**config.mk**
```make
export PLATFORM = sky130hd
export DESIGN_NAME = console_tx
export DESIGN_NICKNAME = d
export VERILOG_FILES = /design/src/rtl/console_pkg.sv /design/src/rtl/console_tx_byte_fifo.sv /design/src/rtl/console_tx.sv
export SDC_FILE = /design/constraint.sdc
export NUM_CORES = 1
export LEC_CHECK = 0
export BUFFER_PORTS_ARGS = -buffer_cell sky130_fd_sc_hd__buf_2
export CAP_MARGIN = 25
export CELL_PAD_IN_SITES_DETAIL_PLACEMENT = 1
export CELL_PAD_IN_SITES_GLOBAL_PLACEMENT = 1
export CORE_MARGIN = 4
export CORE_UTILIZATION = 53
export CTS_CLUSTER_DIAMETER = 80
export DETAILED_ROUTE_END_ITERATION = 10
export PLACE_DENSITY = 0.86
export SYNTH_ARGS = -nofsm -noshare
export SYNTH_HDL_FRONTEND = slang
export SYNTH_HIERARCHICAL = 1
export SYNTH_SLANG_ARGS = --single-unit
```
**constraint.sdc**
```tcl
create_clock -name clk -period 4.1 [get_ports clk]
set_input_delay 0.205 -clock clk [delete_from_list [all_inputs] [get_ports clk]]
set_output_delay 0.205 -clock clk [all_outputs]
set_load 0.03 [all_outputs]
```
**src/rtl/console_pkg.sv**
```systemverilog
// Shared types and constants for the console output stage.
// Imported by the serialiser top and its byte FIFO.
package console_pkg;

    typedef enum logic [1:0] {
        IDLE  = 2'd0,
        START = 2'd1,
        DATA  = 2'd2,
        STOP  = 2'd3
    } tx_state_t;

    localparam logic       START_BIT  = 1'b0;
    localparam logic       STOP_BIT   = 1'b1;
    localparam logic       IDLE_LEVEL = 1'b1;
    localparam logic [7:0] ASCII_NL   = 8'h0A;
    localparam logic [7:0] ASCII_NUL  = 8'h00;

    function automatic logic is_newline(input logic [7:0] b);
        return (b == ASCII_NL);
    endfunction

endpackage

```
**src/rtl/console_tx_byte_fifo.sv**
```systemverilog
// Single-clock byte FIFO with registered occupancy count.
// Count is one bit wider than the pointers so full and empty are distinct.
module byte_fifo #(
    parameter  int DEPTH = 16,
    localparam int PTR_W = $clog2(DEPTH)
) (
    input  logic             clk,
    input  logic             reset,
    input  logic             i_push,
    input  logic [7:0]       i_din,
    input  logic             i_pop,
    output logic [7:0]       o_dout,
    output logic             o_full,
    output logic             o_empty,
    output logic [PTR_W:0]   o_count
);

    logic [7:0]       r_mem [DEPTH];
    logic [PTR_W-1:0] r_wr_ptr;
    logic [PTR_W-1:0] r_rd_ptr;
    logic [PTR_W:0]   r_count;
    logic             w_do_push;
    logic             w_do_pop;

    assign o_full    = (r_count == (PTR_W+1)'(DEPTH));
    assign o_empty   = (r_count == '0);
    assign o_count   = r_count;
    assign o_dout    = r_mem[r_rd_ptr];
    assign w_do_push = i_push && !o_full;
    assign w_do_pop  = i_pop && !o_empty;

    // Storage array; contents need no reset because the pointers gate reads.
    always_ff @(posedge clk) begin
        if (w_do_push) begin
            r_mem[r_wr_ptr] <= i_din;
        end
    end

    // Pointers wrap naturally modulo DEPTH; count tracks push/pop balance.
    always_ff @(posedge clk) begin
        if (reset) begin
            r_wr_ptr <= '0;
            r_rd_ptr <= '0;
            r_count  <= '0;
        end else begin
            if (w_do_push) begin
                r_wr_ptr <= r_wr_ptr + PTR_W'(1);
            end
            if (w_do_pop) begin
                r_rd_ptr <= r_rd_ptr + PTR_W'(1);
            end
            case ({w_do_push, w_do_pop})
                2'b10:   r_count <= r_count + (PTR_W+1)'(1);
                2'b01:   r_count <= r_count - (PTR_W+1)'(1);
                default: r_count <= r_count;
            endcase
        end
    end

endmodule

```
**src/rtl/console_tx.sv**
```systemverilog
// Console output stage: filters NUL bytes, buffers characters and
// serialises them as 8N1 frames, pulsing line_done after each newline frame.
module console_tx
    import console_pkg::*;
#(
    parameter  int DEPTH        = 16,
    parameter  int CLKS_PER_BIT = 4,
    localparam int PTR_W        = $clog2(DEPTH)
) (
    input  logic             clk,
    input  logic             reset,
    input  logic [7:0]       char_in,
    input  logic             char_valid,
    output logic             char_ready,
    output logic             tx,
    output logic             tx_busy,
    output logic [PTR_W:0]   fifo_count,
    output logic             line_done,
    output logic             dropped_null
);

    localparam int               TMR_W    = $clog2(CLKS_PER_BIT);
    localparam logic [TMR_W-1:0] TMR_LOAD = TMR_W'(CLKS_PER_BIT - 1);

    tx_state_t        r_state;
    logic [7:0]       r_sh;
    logic [2:0]       r_bit_idx;
    logic [TMR_W-1:0] r_timer;
    logic             r_is_nl;
    logic             r_tx;
    logic             r_line_done;
    logic             r_dropped;

    tx_state_t        w_state_nxt;
    logic [7:0]       w_sh_nxt;
    logic [2:0]       w_bit_idx_nxt;
    logic [TMR_W-1:0] w_timer_nxt;
    logic             w_is_nl_nxt;
    logic             w_line_done_nxt;
    logic             w_tx_nxt;
    logic             w_pop;
    logic             w_accept;
    logic             w_is_null;
    logic             w_push;
    logic             w_timer_zero;
    logic [7:0]       w_head;
    logic             w_fifo_full;
    logic             w_fifo_empty;
    logic [PTR_W:0]   w_fifo_count;

    assign w_accept     = char_valid && char_ready;
    assign w_is_null    = (char_in == ASCII_NUL);
    assign w_push       = w_accept && !w_is_null;
    assign w_timer_zero = (r_timer == '0);

    byte_fifo #(.DEPTH(DEPTH)) u_fifo (
        .clk     (clk),
        .reset   (reset),
        .i_push  (w_push),
        .i_din   (char_in),
        .i_pop   (w_pop),
        .o_dout  (w_head),
        .o_full  (w_fifo_full),
        .o_empty (w_fifo_empty),
        .o_count (w_fifo_count)
    );

    // Ready depends only on the registered count, never on a same-cycle pop.
    assign char_ready   = !w_fifo_full;
    assign fifo_count   = w_fifo_count;
    assign tx_busy      = (r_state != IDLE) || (w_fifo_count != '0);
    assign tx           = r_tx;
    assign line_done    = r_line_done;
    assign dropped_null = r_dropped;

    // Serialiser next-state: each phase holds for CLKS_PER_BIT cycles.
    always_comb begin
        w_state_nxt     = r_state;
        w_sh_nxt        = r_sh;
        w_bit_idx_nxt   = r_bit_idx;
        w_timer_nxt     = r_timer;
        w_is_nl_nxt     = r_is_nl;
        w_line_done_nxt = 1'b0;
        w_pop           = 1'b0;
        case (r_state)
            IDLE: begin
                if (!w_fifo_empty) begin
                    w_pop       = 1'b1;
                    w_sh_nxt    = w_head;
                    w_is_nl_nxt = is_newline(w_head);
                    w_timer_nxt = TMR_LOAD;
                    w_state_nxt = START;
                end else begin
                    w_state_nxt = IDLE;
                end
            end
            START: begin
                if (w_timer_zero) begin
                    w_state_nxt   = DATA;
                    w_bit_idx_nxt = 3'd0;
                    w_timer_nxt   = TMR_LOAD;
                end else begin
                    w_timer_nxt = r_timer - TMR_W'(1);
                end
            end
            DATA: begin
                if (w_timer_zero) begin
                    w_timer_nxt = TMR_LOAD;
                    if (r_bit_idx == 3'd7) begin
                        w_state_nxt = STOP;
                    end else begin
                        w_sh_nxt      = {1'b0, r_sh[7:1]};
                        w_bit_idx_nxt = r_bit_idx + 3'd1;
                    end
                end else begin
                    w_timer_nxt = r_timer - TMR_W'(1);
                end
            end
            STOP: begin
                if (w_timer_zero) begin
                    w_state_nxt     = IDLE;
                    w_line_done_nxt = r_is_nl;
                end else begin
                    w_timer_nxt = r_timer - TMR_W'(1);
                end
            end
            default: begin
                w_state_nxt = IDLE;
            end
        endcase
    end

    // Line level follows the state being entered so tx changes with the state.
    always_comb begin
        case (w_state_nxt)
            START:   w_tx_nxt = START_BIT;
            DATA:    w_tx_nxt = w_sh_nxt[0];
            STOP:    w_tx_nxt = STOP_BIT;
            default: w_tx_nxt = IDLE_LEVEL;
        endcase
    end

    // State, datapath and output pulse registers.
    always_ff @(posedge clk) begin
        if (reset) begin
            r_state     <= IDLE;
            r_sh        <= 8'h00;
            r_bit_idx   <= 3'd0;
            r_timer     <= '0;
            r_is_nl     <= 1'b0;
            r_tx        <= IDLE_LEVEL;
            r_line_done <= 1'b0;
            r_dropped   <= 1'b0;
        end else begin
            r_state     <= w_state_nxt;
            r_sh        <= w_sh_nxt;
            r_bit_idx   <= w_bit_idx_nxt;
            r_timer     <= w_timer_nxt;
            r_is_nl     <= w_is_nl_nxt;
            r_tx        <= w_tx_nxt;
            r_line_done <= w_line_done_nxt;
            r_dropped   <= w_accept && w_is_null;
        end
    end

endmodule

```
Word-level counts from Yosys, hierarchy flattened
Memories as Yosys holds them, arrays and structs flattened. A register that Yosys moved wholly into a read port is not among the register bits.
Cells that the tools add are included.
{"block": "op_classes", "add_sub_neg": 6, "mul": 0, "n_div": 0, "order_cmp": 0, "n_eq_ne": 15, "n_shift": 0, "muxes": 26, "n_bitwise": 3, "reduce_logical": 24}
{"operator": "$mux W8", "count": 3}
{"operator": "$pmux W8 S2", "count": 1}
{"operator": "$mux W2", "count": 7}
{"operator": "$ne A2 B2 Y1 const B", "count": 5}
{"operator": "$pmux W5 S2", "count": 1}
{"operator": "$mux W3", "count": 3}
{"operator": "$add A4 B1 Y4 const B", "count": 2}
{"operator": "$eq A2 B2 Y1 const B", "count": 4}
{"operator": "$eq A8 B4 Y1 const B", "count": 1}
{"operator": "$logic_not A8 Y1", "count": 1}
{"operator": "$mux W4", "count": 2}
{"operator": "$pmux W2 S4", "count": 1}
{"operator": "$reduce_and A4 Y1", "count": 2}
{"operator": "$reduce_bool A2 Y1", "count": 4}
{"operator": "$eq A2 B1 Y1 const B", "count": 3}
{"operator": "$pmux W2 S3", "count": 1}
{"operator": "$pmux W3 S2", "count": 1}
{"operator": "$add A5 B1 Y5 const B", "count": 1}
{"operator": "$eq A5 B5 Y1 const B", "count": 1}
{"operator": "$logic_and A1 B1 Y1", "count": 5}
{"operator": "$logic_not A5 Y1", "count": 1}
{"operator": "$mux W1", "count": 5}
{"operator": "$reduce_bool A5 Y1", "count": 1}
{"operator": "$sub A5 B1 Y5 const B", "count": 1}
{"operator": "11 further kinds", "count": 17}
{"block": "totals", "ff_bits": 32, "latch_bits": 0, "ram_bits": 128, "mem_bits_ro": 0, "inputBits": 11, "output_inout_bits": 10, "word_cells": 87, "mem_count": 1}
{"name": "u_fifo.r_mem", "words": 16, "word_bits": 8, "rd": 1, "rd_clocked_by_memory_dff": 1, "write_ports": 1, "line_no": "console_tx_byte_fifo.sv:18", "text": "logic [7:0] r_mem [DEPTH];"}

Depth between registers and ports, before layout
{"block": "depth", "ltp_word": 7, "depth_mapped": 17, "depth_no_buf": 14}

Cells and area by module
The synthesis kept the hierarchy.
{"mod": "byte_fifo", "instances": 1, "cells_each": 330, "area_each_um2": 5891.9, "seq_area_each_um2": 4184.0}
{"mod": "console_tx", "instances": 1, "cells_each": 118, "area_each_um2": 1059.8, "seq_area_each_um2": 380.4}

Least setup slack after synthesis
Ideal clock, no wire load.
{"block": "synth_path", "path_type": "reg2reg", "from": "register u_fifo.r_count[1] (netlist: u_fifo/o_count[1])", "to": "register u_fifo.r_count[4] (netlist: u_fifo/o_count[4])", "arrival_time_ps": 3220, "required_ps": 3971, "setup_slack_ps": 751, "path_stages_with_launch": 18, "n_path_buf": 3, "cell_sequence": "dfxtp_1 -> buf_6 -> or4_4 -> buf_6 -> nor2_1 -> inv_1 -> nand2_1 -> a21oi_1 -> o21a_4 -> inv_1 -> ha_1 -> clkbuf_1 -> xor2_1 -> ha_1 -> nand2_1 -> o21ai_0 -> nor3_1 -> nand4bb_1"}
{"block": "synth_between", "elab_chain_len": 7, "elab_cells_between_ends": 16}
{"item": "start: declaration", "line_no": "console_tx_byte_fifo.sv:21", "text": "logic [PTR_W:0] r_count;"}
{"item": "start signal: assignment", "line_no": "console_tx_byte_fifo.sv:53", "text": "2'b10: r_count <= r_count + (PTR_W+1)'(1);"}
{"item": "start signal: assignment", "line_no": "console_tx_byte_fifo.sv:54", "text": "2'b01: r_count <= r_count - (PTR_W+1)'(1);"}
{"item": "start signal: assignment", "line_no": "console_tx_byte_fifo.sv:55", "text": "default: r_count <= r_count;"}
{"item": "$eq A5 B5 Y1 (*)", "line_no": "console_tx_byte_fifo.sv:25", "text": "assign o_full = (r_count == (PTR_W+1)'(DEPTH));"}
{"item": "net w_fifo_full", "line_no": "console_tx.sv:47", "text": "logic w_fifo_full;"}
{"item": "$logic_not A1 Y1 (*)", "line_no": "console_tx.sv:69", "text": "assign char_ready = !w_fifo_full;"}
{"item": "net char_ready", "line_no": "console_tx.sv:14", "text": "output logic char_ready,"}
{"item": "$logic_and A1 B1 Y1 (*)", "line_no": "console_tx.sv:51", "text": "assign w_accept = char_valid && char_ready;"}
{"item": "$logic_and A1 B1 Y1 (*)", "line_no": "console_tx.sv:53", "text": "assign w_push = w_accept && !w_is_null;"}
{"item": "net w_push", "line_no": "console_tx.sv:44", "text": "logic w_push;"}
{"item": "$logic_and A1 B1 Y1 (*)", "line_no": "console_tx_byte_fifo.sv:29", "text": "assign w_do_push = i_push && !o_full;"}
{"item": "$eq A2 B1 Y1 / $eq A2 B2 Y1 (equally long branches)", "line_no": "console_tx_byte_fifo.sv:52", "text": "case ({w_do_push, w_do_pop})"}
{"item": "$pmux W5 S2 / $reduce_bool A2 Y1 (equally long branches)"}
The timed path passes the listed nets; every way through them passes the cells marked *.
A chain may end at the register's enable or synchronous reset.

Final worst setup path
{"block": "layout_path", "from": "register u_fifo.r_count[1] (netlist: u_fifo/o_count[1])", "to": "register u_fifo.r_count[4] (netlist: u_fifo/o_count[4])"}
{"block": "layout_between", "elab_chain_len": 7, "elab_cells_between_ends": 16}
{"item": "$eq A5 B5 Y1 (*)", "line_no": "console_tx_byte_fifo.sv:25"}
{"item": "net w_fifo_full", "line_no": "console_tx.sv:47"}
{"item": "$logic_not A1 Y1 (*)", "line_no": "console_tx.sv:69"}
{"item": "$logic_and A1 B1 Y1 (*)", "line_no": "console_tx.sv:51"}
{"item": "$logic_and A1 B1 Y1 (*)", "line_no": "console_tx.sv:53"}
{"item": "net w_push", "line_no": "console_tx.sv:44"}
{"item": "$logic_and A1 B1 Y1 (*)", "line_no": "console_tx_byte_fifo.sv:29"}
{"item": "$eq A2 B1 Y1 / $eq A2 B2 Y1 (equally long branches)", "line_no": "console_tx_byte_fifo.sv:52"}
{"item": "$pmux W5 S2 / $reduce_bool A2 Y1 (equally long branches)"}
Marks and branches as above.

==> results.md <==
* Most Crowded Layer GR: met2
* Leakage at ~2.7 nW
* Diode count at 0
* Htree depth at 4
* Sw Pwr at around 1.5 mW
* Maximum clock frequency at between 200 and 300 MHz
* Data arrival, critical path at 3.80 ns
* Hold_ws at between 0.06 and 0.07 ns
* Top Ports at 21
* TritonCTS Buffers at 17
* R2R cell count at 14
* Reg-to-Reg End: u_fifo/o_count[4]
* Die width at approximately 120 um
* Part of the power in the clock network at 0.327
* Yosys reg bits at around 160
* Post-synthesis net count at ~470
* Synth top area cells: edfxtp_1, dfxtp_1, mux4_2, ha_1, nor2_1
* Asr flop ratio synth at 0
* Endpoints failing setup at 0
* Comb pwr share at 0.260
* Nets@finish at ~500
* Max IR drop VDD at between 0.0004 and 0.0005 V
* Post-layout minimum cycle time at approximately 3.5 ns
* Dpl cell area at a little over 0.007 sq mm
* Syn. warnings at 6
* Worst-path clk slew at ~0.060 ns
* RSZ-0062 raised after global routing: false
* Area leader, netlist: edfxtp_1
* Max Cap Violations at 0
* Initial core utilization at 0.546
* TritonCTS clock tree: yes
* Status: completed
* Clock latency on the worst-skew pair at about 0.43 ns
* # resized after CTS at 0
* Tot Pwr at between 4 and 5 mW
* Crit Path Class: reg2reg
* CTS Hold Bufs at 0
* Final period util at 0.857
* Share of cells above drive strength 1 at 0.224
* Slew Viols, Final at 0
* Min-Delay Path Class: in2reg
* Via count at 4110
* Antenna-violating nets left at 0
* Crit path max fanout at 12
* Final Util at 0.612
* 1st-pass router iterations at 4
* First-pass GRT wire length at ~25000 um
* Drt via density at roughly 6.3
* Seq/Total Area, Yosys at 0.657
* Top_reg_cell synth: edfxtp_1
* CP Launch Point: u_fifo/o_count[1]
* Clock Tree Buf Depth at 2
* Die area at about 0.015 sq mm
* GPL Wtd Cong at between 0.8 and 0.9
* Final Cell Area at just under 0.008 sq mm
* Crit path required time at about 4.4 ns
* Synthesized cell area at between 0.006 and 0.007 sq mm
* Slew margin rel. at 0.289
* Worst setup EP type: flop
* CP Launch Type: flop
* GRT met1 Usage at 0.285
* Worst reg-to-reg setup slack at between 0.5 and 0.6 ns
* Setup TNS at 0 ns
* Power Density at about 630 mW/mm^2
* CTS root buf: clkbuf_16
* Vias in the first global route at 4378
* Site Rows at 41
* Area delta synth->final at 12.1%
* DR DRC count at 0
* Worst Setup EP: u_fifo/o_count[4]
* Synth Instances at 448
* Grt total ovfl at 0
* Setup ws final at approximately 0.59 ns
* Total GRT Usage at 0.234
* Top cell type's share of synthesized area at 0.553
* Syn Area/Cell at roughly 16 sq um
* Switching part of the total at 0.313
* Post-CTS setup buffers at 0
* Post-synth EDFFs at between 100 and 150
* Die Y at approximately 120 um
* Met3 usage at 0.0594
* CTS Sinks at roughly 160
* WL final at approximately 16000 um
* Fillers at ~1200
* Final hold vios at 0
* Routed wire per std cell at 24.9 um
* DR iter-0 viols at just over 300
* DP HPWL at slightly above 10000 um
* Placed cell count at approximately 620
* Met2 Usage GRT at 0.394
* Largest net degree at the start of global routing at 40
* Initial antenna violation count at 0
* Post-place setup slack at 0.339 ns
* Unique masters post-synth at 67
* Non-Filler Instances at 655
* Core ar. at 0.0127 sq mm
* Worst r2r src: u_fifo/o_count[1]
* Int Pwr at roughly 3.4 mW
* Clk_skew at approximately 0.011 ns
* Port buffer count at 20
* Sequential power share at 0.413
* Worst-Margin Slew at around 1.1 ns
-- per-layer routing --
metal,share of wire,routed length (um)
met1,0.39,6340
met2,0.52,8520
met3,0.062,1010
met4,0.028,452
met5,0,0
-- logic make-up after synthesis --
logic type | count (synthesis) | synth area share
compound gates | 65 | 0.0779
xor+xnor | 7 | 0.00882
fa+ha+maj | 15 | 0.0270
buf+inv | 40 | 0.0295
flops | 164 | 0.657
mux | 37 | 0.111
simple gates | 120 | 0.0893
-- final cells by class --
type / count / area, sq um / area share
inverter: 13 / 48.8 / 0.00626
sequential: 164 / 4570 / 0.586
multi-input combinational: 244 / 2180 / 0.280
clock buffer: 18 / 429 / 0.0551
clock inverter: 14 / 175 / 0.0225
tap: 172 / 215 / 0.0276
timing repair buffer: 30 / 175 / 0.0225
-- how the worst min path moves through the flow --
stage                      start  cells past startpoint  slack, ns                 end
floorplan             char_in[0]                      0       0.30  u_fifo/r_mem[0][0]
global route          char_valid                      3       0.06        dropped_null
finish                char_valid                      3       0.07        dropped_null
detailed placement  r_bit_idx[1]                      2       0.45        r_bit_idx[1]
CTS                   char_valid                      3       0.05        dropped_null
global placement    r_bit_idx[1]                      2       0.44        r_bit_idx[1]
-- cell usage after synthesis, drive strengths merged, types with 5 or more instances --
cell,number
o21a,5
buf,14
inv,12
dfxtp,36
edfxtp,128
ha,15
mux2i,5
o21ai,5
xor2,6
a221oi,7
mux4,32
a22oi,17
nand2,23
nor2,41
nor2b,5
o211ai,5
nor3,14
clkbuf,13
-- power groups by stage --
stage / Clock (mW) / Combinational, mW / Sequential, mW
5_1_grt: 1.72 / 1.40 / 2.05
2_1_floorplan: 0 / 0.971 / 2.04
4_1_cts: 1.64 / 1.27 / 2.04
6_report: 1.61 / 1.29 / 2.04
3_3_place_gp: 0 / 1.15 / 2.05
3_5_place_dp: 0 / 1.23 / 2.07
-- sequential cells by signal, summed over array words and instances (netlist names), named ones only --
signal           cells
u_fifo/r_rd_ptr      4
r_state              2
r_is_nl              1
u_fifo/o_count       5
r_timer              2
dropped_null         1
r_sh                 8
line_done            1
r_bit_idx            3
u_fifo/r_wr_ptr      4
u_fifo/r_mem       128
tx                   1
-- cells in the final DEF, fill, tap and decap left out, drive strengths merged, types with 4 or more instances in the layout --
cell type and count:
a22oi 17, ha 15, dfxtp 36, nand2 23, nor2 41, inv 16
nor4 4, nor3 14, nand2b 4, a221oi 7, edfxtp 128, o211ai 5
xor2 6, clkbuf 18, o21ai 5, a21oi 4, clkinvlp 4, buf 30
mux2i 5, clkinv 4, mux4 32, nor2b 5, o21a 5
-- worst max-delay path: stages (launching register included) --
cell       delay [ns]
dfxtp_1          0.41
or4_4            0.63
nor2_1           0.12
inv_1            0.06
nand2_1          0.09
a21oi_1          0.11
o21a_4           0.23
inv_1            0.07
ha_1             0.40
xor2_1           0.21
ha_1             0.27
nand2_1          0.08
o21ai_0          0.36
nor3_1           0.11
nand4bb_1        0.22
No activity file was read; power rests on OpenSTA's default activity.
